--- src/rtl/imem_byte_loader.sv ---
// imem_byte_loader: receives a framed byte stream (16-bit word count,
// little-endian instruction words, XOR checksum) and writes the words into
// the instruction memory. The core is held in reset until a frame loads
// cleanly.
module imem_byte_loader #(
    parameter int ADDR_WIDTH  = 6,
    parameter int TIMEOUT_CYC = 1000
) (
    input  logic                  CLK,
    input  logic                  RST,
    input  logic                  start,
    input  logic [7:0]            rx_data,
    input  logic                  rx_valid,
    output logic                  rx_ready,
    output logic                  imem_we,
    output logic [ADDR_WIDTH-1:0] imem_addr,
    output logic [31:0]           imem_wdata,
    output logic                  cpu_hold,
    output logic                  done,
    output logic                  error,
    output logic [1:0]            err_code
);

    localparam int DEPTH = 2 ** ADDR_WIDTH;
    localparam int IW    = $clog2(TIMEOUT_CYC + 1);

    typedef enum logic [2:0] {
        S_IDLE,
        S_CNT_LO,
        S_CNT_HI,
        S_DATA,
        S_CHK,
        S_DONE,
        S_ERR
    } state_t;

    state_t                r_state;
    state_t                w_state_next;
    logic [1:0]            w_err_code_next;

    logic [7:0]            r_cnt_lo;
    logic [15:0]           r_n;
    logic [7:0]            r_chk;
    logic [1:0]            r_byte_idx;
    logic [15:0]           r_word_idx;
    logic [23:0]           r_word;
    logic                  r_we;
    logic [ADDR_WIDTH-1:0] r_addr;
    logic [31:0]           r_wdata;
    logic [1:0]            r_err_code;
    logic [IW-1:0]         r_idle;

    logic                  w_receiving;
    logic                  w_accept;
    logic                  w_start_ok;
    logic                  w_timeout;
    logic [15:0]           w_count;
    logic                  w_count_bad;
    logic                  w_last_word;

    // The four receive states are exactly the states that accept bytes.
    assign w_receiving = (r_state == S_CNT_LO) || (r_state == S_CNT_HI) ||
                         (r_state == S_DATA)   || (r_state == S_CHK);
    assign w_accept    = rx_valid && w_receiving;
    assign w_start_ok  = start && ((r_state == S_IDLE) || (r_state == S_DONE) ||
                                   (r_state == S_ERR));
    // Idle counter has already counted TIMEOUT_CYC-1 empty cycles; one more
    // cycle without an accept is the timeout.
    assign w_timeout   = (r_idle == IW'(TIMEOUT_CYC - 1));
    assign w_count     = {rx_data, r_cnt_lo};
    assign w_count_bad = (w_count == 16'd0) || ({16'd0, w_count} > 32'(DEPTH));
    assign w_last_word = (r_word_idx == (r_n - 16'd1));

    assign rx_ready   = w_receiving;
    assign done       = (r_state == S_DONE);
    assign error      = (r_state == S_ERR);
    assign cpu_hold   = (r_state != S_DONE);
    assign err_code   = r_err_code;
    assign imem_we    = r_we;
    assign imem_addr  = r_addr;
    assign imem_wdata = r_wdata;

    // State register.
    always_ff @(posedge CLK or posedge RST) begin
        if (RST) begin
            r_state <= S_IDLE;
        end else begin
            r_state <= w_state_next;
        end
    end

    // Next-state and error-code selection; an accept always beats the timeout.
    always_comb begin
        w_state_next    = r_state;
        w_err_code_next = r_err_code;
        case (r_state)
            S_IDLE, S_DONE, S_ERR: begin
                if (start) begin
                    w_state_next    = S_CNT_LO;
                    w_err_code_next = 2'b00;
                end
            end
            S_CNT_LO: begin
                if (w_accept) w_state_next = S_CNT_HI;
            end
            S_CNT_HI: begin
                if (w_accept) begin
                    if (w_count_bad) begin
                        w_state_next    = S_ERR;
                        w_err_code_next = 2'b01;
                    end else begin
                        w_state_next = S_DATA;
                    end
                end
            end
            S_DATA: begin
                if (w_accept && (r_byte_idx == 2'd3) && w_last_word) begin
                    w_state_next = S_CHK;
                end
            end
            S_CHK: begin
                if (w_accept) begin
                    if (rx_data == r_chk) begin
                        w_state_next = S_DONE;
                    end else begin
                        w_state_next    = S_ERR;
                        w_err_code_next = 2'b10;
                    end
                end
            end
            default: w_state_next = S_IDLE;
        endcase
        if (w_receiving && !w_accept && w_timeout) begin
            w_state_next    = S_ERR;
            w_err_code_next = 2'b11;
        end
    end

    // Datapath: count capture, checksum, word assembly, write strobe, idle timer.
    always_ff @(posedge CLK or posedge RST) begin
        if (RST) begin
            r_cnt_lo   <= 8'd0;
            r_n        <= 16'd0;
            r_chk      <= 8'd0;
            r_byte_idx <= 2'd0;
            r_word_idx <= 16'd0;
            r_word     <= 24'd0;
            r_we       <= 1'b0;
            r_addr     <= '0;
            r_wdata    <= 32'd0;
            r_err_code <= 2'b00;
            r_idle     <= '0;
        end else begin
            r_we       <= 1'b0;
            r_err_code <= w_err_code_next;
            if (w_start_ok) begin
                r_chk      <= 8'd0;
                r_byte_idx <= 2'd0;
                r_word_idx <= 16'd0;
                r_idle     <= '0;
            end else if (w_receiving) begin
                if (w_accept) begin
                    r_idle <= '0;
                    r_chk  <= r_chk ^ rx_data;
                    case (r_state)
                        S_CNT_LO: r_cnt_lo <= rx_data;
                        S_CNT_HI: r_n      <= w_count;
                        S_DATA: begin
                            r_byte_idx <= r_byte_idx + 2'd1;
                            // Shift in from the top so b0 ends in the low byte.
                            r_word     <= {rx_data, r_word[23:8]};
                            if (r_byte_idx == 2'd3) begin
                                r_we       <= 1'b1;
                                r_addr     <= r_word_idx[ADDR_WIDTH-1:0];
                                r_wdata    <= {rx_data, r_word};
                                r_word_idx <= r_word_idx + 16'd1;
                            end
                        end
                        default: ;
                    endcase
                end else begin
                    r_idle <= r_idle + IW'(1);
                end
            end
        end
    end

endmodule

--- config.mk ---
export PLATFORM = sky130hd
export DESIGN_NAME = imem_byte_loader
export DESIGN_NICKNAME = d
export VERILOG_FILES = /design/src/rtl/imem_byte_loader.sv
export SDC_FILE = /design/constraint.sdc
export NUM_CORES = 1
export LEC_CHECK = 0
export CAP_MARGIN = 20
export CORE_MARGIN = 2
export CORE_UTILIZATION = 40
export CTS_BUF_LIST = sky130_fd_sc_hd__clkbuf_8
export CTS_CLUSTER_SIZE = 8
export DETAILED_ROUTE_END_ITERATION = 8
export PLACE_DENSITY = 0.69
export SLEW_MARGIN = 20
export SYNTH_ARGS = -nofsm -noshare
export SYNTH_HDL_FRONTEND = slang
export SYNTH_SLANG_ARGS = --single-unit
--- constraint.sdc ---
create_clock -name CLK -period 6.2 [get_ports CLK]
set_input_delay 1.24 -clock CLK [delete_from_list [all_inputs] [get_ports CLK]]
set_output_delay 1.24 -clock CLK [all_outputs]
set_load 0.02 [all_outputs]
Yosys cells after proc, flatten, opt, wreduce, memory -nomap -nowiden
Index checks and enable logic that the tools add are counted.
{"block": "totals", "reg_bits": 128, "input_bits": 12, "out_inout_bits": 45, "word_cells": 103}
{"block": "op_classes", "add_sub_neg": 4, "order_cmp": 1, "n_eq_ne": 18, "n_mux": 36, "bitwise_logic": 2, "n_reduce_logical": 30}
{"op": "$mux 16", "n": 5}
{"op": "$mux 10", "n": 3}
{"op": "$mux 8", "n": 3}
{"op": "$mux 2", "n": 11}
{"op": "$mux 3", "n": 7}
{"op": "$add 16x1->16 const B", "n": 1}
{"op": "$eq 16x16->1", "n": 1}
{"op": "$gt 16x7->1 const B", "n": 1}
{"op": "$logic_not 16->1", "n": 1}
{"op": "$reduce_and 4->1", "n": 4}
{"op": "$sub 16x1->16 const B", "n": 1}
{"op": "$ne 3x2->1 const B", "n": 5}
{"op": "$pmux 3 s5", "n": 1}
{"op": "$add 10x1->10 const B", "n": 1}
{"op": "$eq 10x10->1 const B", "n": 1}
{"op": "$reduce_and 5->1", "n": 2}
{"op": "$eq 3x3->1 const B", "n": 3}
{"op": "$eq 8x8->1", "n": 1}
{"op": "$reduce_bool 2->1", "n": 4}
{"op": "$xor 8x8->8", "n": 1}
{"op": "$eq 3x2->1 const B", "n": 2}
{"op": "$logic_and 1x1->1", "n": 6}
{"op": "$logic_or 1x1->1", "n": 6}
{"op": "$ne 3x3->1 const B", "n": 2}
{"op": "other kinds (14)", "n": 18}

Longest topological paths before layout
{"block": "depth", "ltp_word": 10, "mapped_depth": 9, "ltp_nobuf": 8}

Least setup slack after synthesis
OpenSTA, ideal clock, no wires.
{"block": "synth_timing", "path_type": "input to register", "start": "in start", "end": "reg r_idle[7]", "setup_time_ns": 0.130, "arrival_ns": 2.893, "required_time_ns": 6.070, "path_slack_ns": 3.176, "path_stages": 7, "path_buffers": 1, "cell_sequence": "buf_2 -> inv_1 -> maj3_1 -> a2111oi_0 -> nand3_1 -> xor2_1 -> nor2_1"}
{"block": "synth_via", "elab_chain_cells": 2, "elab_cells_between_ends": 3, "cone_classes": "mux: 1; reduce/logical: 2"}
{"item": "from (decl)", "line_no": "11", "rtl": "input logic start,"}
{"item": "$logic_and 1x1->1 (*)", "line_no": "65", "rtl": "assign w_start_ok = start && ((r_state == S_IDLE) || (r_state == S_DONE) ||"}
{"item": "$mux 10 / $reduce_bool 2->1 (equally long branches)"}
{"item": "to (signal assigned)", "line_no": "182", "rtl": "r_idle <= r_idle + IW'(1);"}
{"item": "to (decl)", "line_no": "51", "rtl": "logic [IW-1:0] r_idle;"}
Mark *: on every way between the ends. The rest lies on a longest branch, timed or not.
A chain may end at the register's enable or synchronous reset.

Worst setup path in the final report
{"block": "layout_timing", "start": "in rx_valid", "end": "reg r_word_idx[4]"}
{"block": "layout_via", "elab_chain_cells": 3}
{"item": "from (decl)", "line_no": "13", "rtl": "input logic rx_valid,"}
{"item": "$logic_and 1x1->1", "line_no": "64", "rtl": "assign w_accept = rx_valid && w_receiving;"}
{"item": "$reduce_bool 2->1 (no source line)"}
{"item": "$reduce_and 4->1 (no source line)"}
{"item": "to (signal assigned)", "line_no": "176", "rtl": "r_word_idx <= r_word_idx + 16'd1;"}
{"item": "to (decl)", "line_no": "45", "rtl": "logic [15:0] r_word_idx;"}
Every way passes these cells.

==> run summary <==
Status = completed
Post-synth net total = 700
Number of global-route vias before repair = 4,989
Antenna violations before repair = 0
RSZ-0062 raised after global routing = no
Asr flop ratio synth = 100%
Synth Area in Simple Gates = 24.5%
Vias/cell = 5.25
Count leader, synth = nand2_1
Total leakage power = 3.41 nW
Clock Sinks = 128
IO buf count = 56
Skew-Pair Late Insertion Delay = 0.45 ns
Startpoint of the worst hold path = r_word[5]
CTS root buf = clkbuf_8
Synth cell types = 60
Critical R2R Launch = r_state[2]
Fmax = 266 MHz
Clock buffer depth = 2
# hold bufs at CTS = 0
Clk_skew = 0.0134 ns
Hold Path Stages = 2
Finish-stage setup viols = 0
Total Routed Length = 14,300 µm
Synthesized flop and latch total = 128
CP max FO = 44
Detailed Place HPWL = 9810 µm
H-tree Lvls = 4
DRT iter0 DRCs = 412
Drt pass-1 iters = 5
Mux share of post-synthesis cell area = 4.74%
Synth warn = 0
Layout cells sized above 1 = 8.88%
Avg WL per Cell = 15.2 µm
Setup_tns = 0 ns
Site Rows = 45
Die Height = 129 µm
Startpoint Class = input pin
Register area share after synthesis = 51.0%
Die area = 16,700 µm²
Initial Utilization = 41.2%
Hold WC Path Type = register to register
Least-Margin Pin Slew = 1.01 ns
Setup crit end kind = register
Fin nets = 735
Clk slew on worst S/H paths = 0.07 ns
Worst Setup Path Type = input pin to register
R2r worst-path depth = 6
WHS Endpoint = imem_wdata[5]
Total chip power = 0.00353 W
Cell Area, Synth = 6280 µm²
Reg2Reg Setup Slack = 3.04 ns
Synth area leader = dfrtp_1
Placer congestion estimate = 0.951
Global-route wire length before repair = 25,000 µm
Post-synthesis average cell area = 9.18 µm²
Req. time, crit path = 6.50 ns
Number of CTS-inserted buffers = 17
Commonest cells in the netlist = nand2_1 (217), dfrtp_1 (128), clkbuf_1 (33), nor2_1 (33), xor2_1 (33)
GR Overflow Total = 0
Largest net degree at the start of global routing = 70
Area share of the largest cell type after synthesis = 51.0%
Post-CTS Setup Bufs = 0
I/O pins = 57
Final min period = 3.76 ns
Routed Antenna Nets = 0
Max Cap Viol = 0
GRT Util Overall = 18.9%
Routed via count = 4,949
Post-CTS Resized = 0
Final Max Slew Viols = 0
Tcrit/Tclk final = 60.7%
Largest family of logic cells by synthesized area = simple AND/OR/NAND/NOR gates
Relative slew slack = 32.4%
Ys flop type = dfrtp_1
Synth Area in Adders = 0.956%
Mapped Cells = 684
Setup ws final = 2.44 ns
Die W = 129 µm
# DRC = 0
Area contributors post-synth = dfrtp_1 (51%), nand2_1 (13%), xor2_1 (4.6%), mux2_2 (3.9%), xnor2_1 (2.4%)
Synth Area in Compound Gates = 8.31%
Worst reg2reg endpoint = r_state[1]
CP Data Arrival Time = 4.06 ns
Placement Setup Slack = 1.23 ns
Antenna Cells = 0
Post-synth EDFFs = 0
Pwr Density = 477 nW/µm²
Layout area overhead = 17.6%
Post-synthesis xor/xnor area fraction = 6.97%
FILL cells = 1,370
Hold slack = 0.470 ns
Hold Vio Cnt, Final = 0
Core Region = 15,300 µm²
Max IR drop VDD = 0.194 mV
TritonCTS clock tree = built
-- cell usage in the layout, fill, tap and decap left out, types with 3 or more instances in the layout --
master,synthesis,final
bufinv_16,0,3
or4_1,6,6
buf_4,0,3
or3_1,5,5
nor2_1,33,33
o21ai_0,26,26
nor3_1,9,9
clkdlybuf4s50_1,0,56
a21oi_1,12,12
nor2b_1,3,3
clkinvlp_4,0,3
o211ai_1,4,4
xnor2_1,17,17
dfrtp_1,128,128
mux2i_1,5,5
and3_1,5,5
a21o_1,9,9
mux2_2,22,22
xor2_1,33,33
nand3b_1,3,3
nand3_1,16,16
a211oi_1,3,3
nor3b_1,12,12
o31a_1,3,3
nor4_1,9,9
inv_1,9,8
clkbuf_8,0,21
ha_1,4,4
nand4_1,8,8
nand2_1,217,217
-- worst max path at each step --
stage	from	to	slack [ns]	cells after the start
after global placement	rx_valid	r_word_idx[11]	1.33	9
after CTS	rx_valid	r_word_idx[11]	1.69	9
after detailed placement	rx_valid	r_word_idx[11]	1.23	9
after global routing	rx_valid	r_word_idx[11]	2.20	9
final	rx_valid	r_word_idx[4]	2.44	9
after floorplan	RST	err_code[0]	1.55	1
-- metal layers --
layer / up-vias / track usage, % / part of all wire [%]
met5: - / 0 / 0
met4: 0 / 5.82 / 1.2
met3: 14 / 4.62 / 5.0
met2: 133 / 29.5 / 46
met1: 2436 / 26.0 / 48
li1: 2366 / - / -
-- layout make-up --
type	count	area (µm²)	area share, %
Clock buffer	21	289	3.91
Inverter	10	40.0	0.542
Tap cell	211	264	3.57
Clock inverter	11	153	2.07
Timing Repair Buffer	59	583	7.89
Sequential cell	128	3200	43.3
Multi-Input combinational cell	503	2860	38.7
-- sequential cells by signal, indices dropped and copies added (netlist names) --
signal and count:
r_cnt_lo 8, err_code 2, r_chk 8, r_word_idx 16
imem_wdata 32, r_state 3, r_word 24, r_byte_idx 2
imem_addr 6, imem_we 1, r_n 16, r_idle 10
-- critical path, cell delays in order --
cell and delay (ns):
clkdlybuf4s50_1 0.72, and4b_1 0.26, buf_4 0.28, nand2_1 0.27
buf_4 0.32, inv_2 0.54, nand4_1 0.21, xor2_1 0.17
nor2_1 0.05
-- where the power goes --
group          total, W  internal, W  switching, W
combinational   0.00128     0.000591      0.000689
clock          0.000780     0.000443      0.000337
sequential      0.00147      0.00114      0.000330
total           0.00353      0.00217       0.00136
-- cells by family (layout without fill, tap and decap cells) --
kind of cell	count (synthesis)	in the layout
buffers and inverters	53	101
AOI/OAI and AO/OA	80	80
DFF	128	128
and+or+nand+nor	341	341
xor gates and xnor gates	50	50
adders and majority gates	5	5
muxes	27	27
-- per-stage QoR --
step	std cells	utilization, %	area, µm²
2_1_floorplan	684	-	6280
3_3_place_gp	911	45.5	6950
3_5_place_dp	911	45.5	6950
4_1_cts	943	48.4	7390
5_1_grt	943	48.4	7390
6_report	943	48.4	7390
Power figures use the tool's default switching activity.
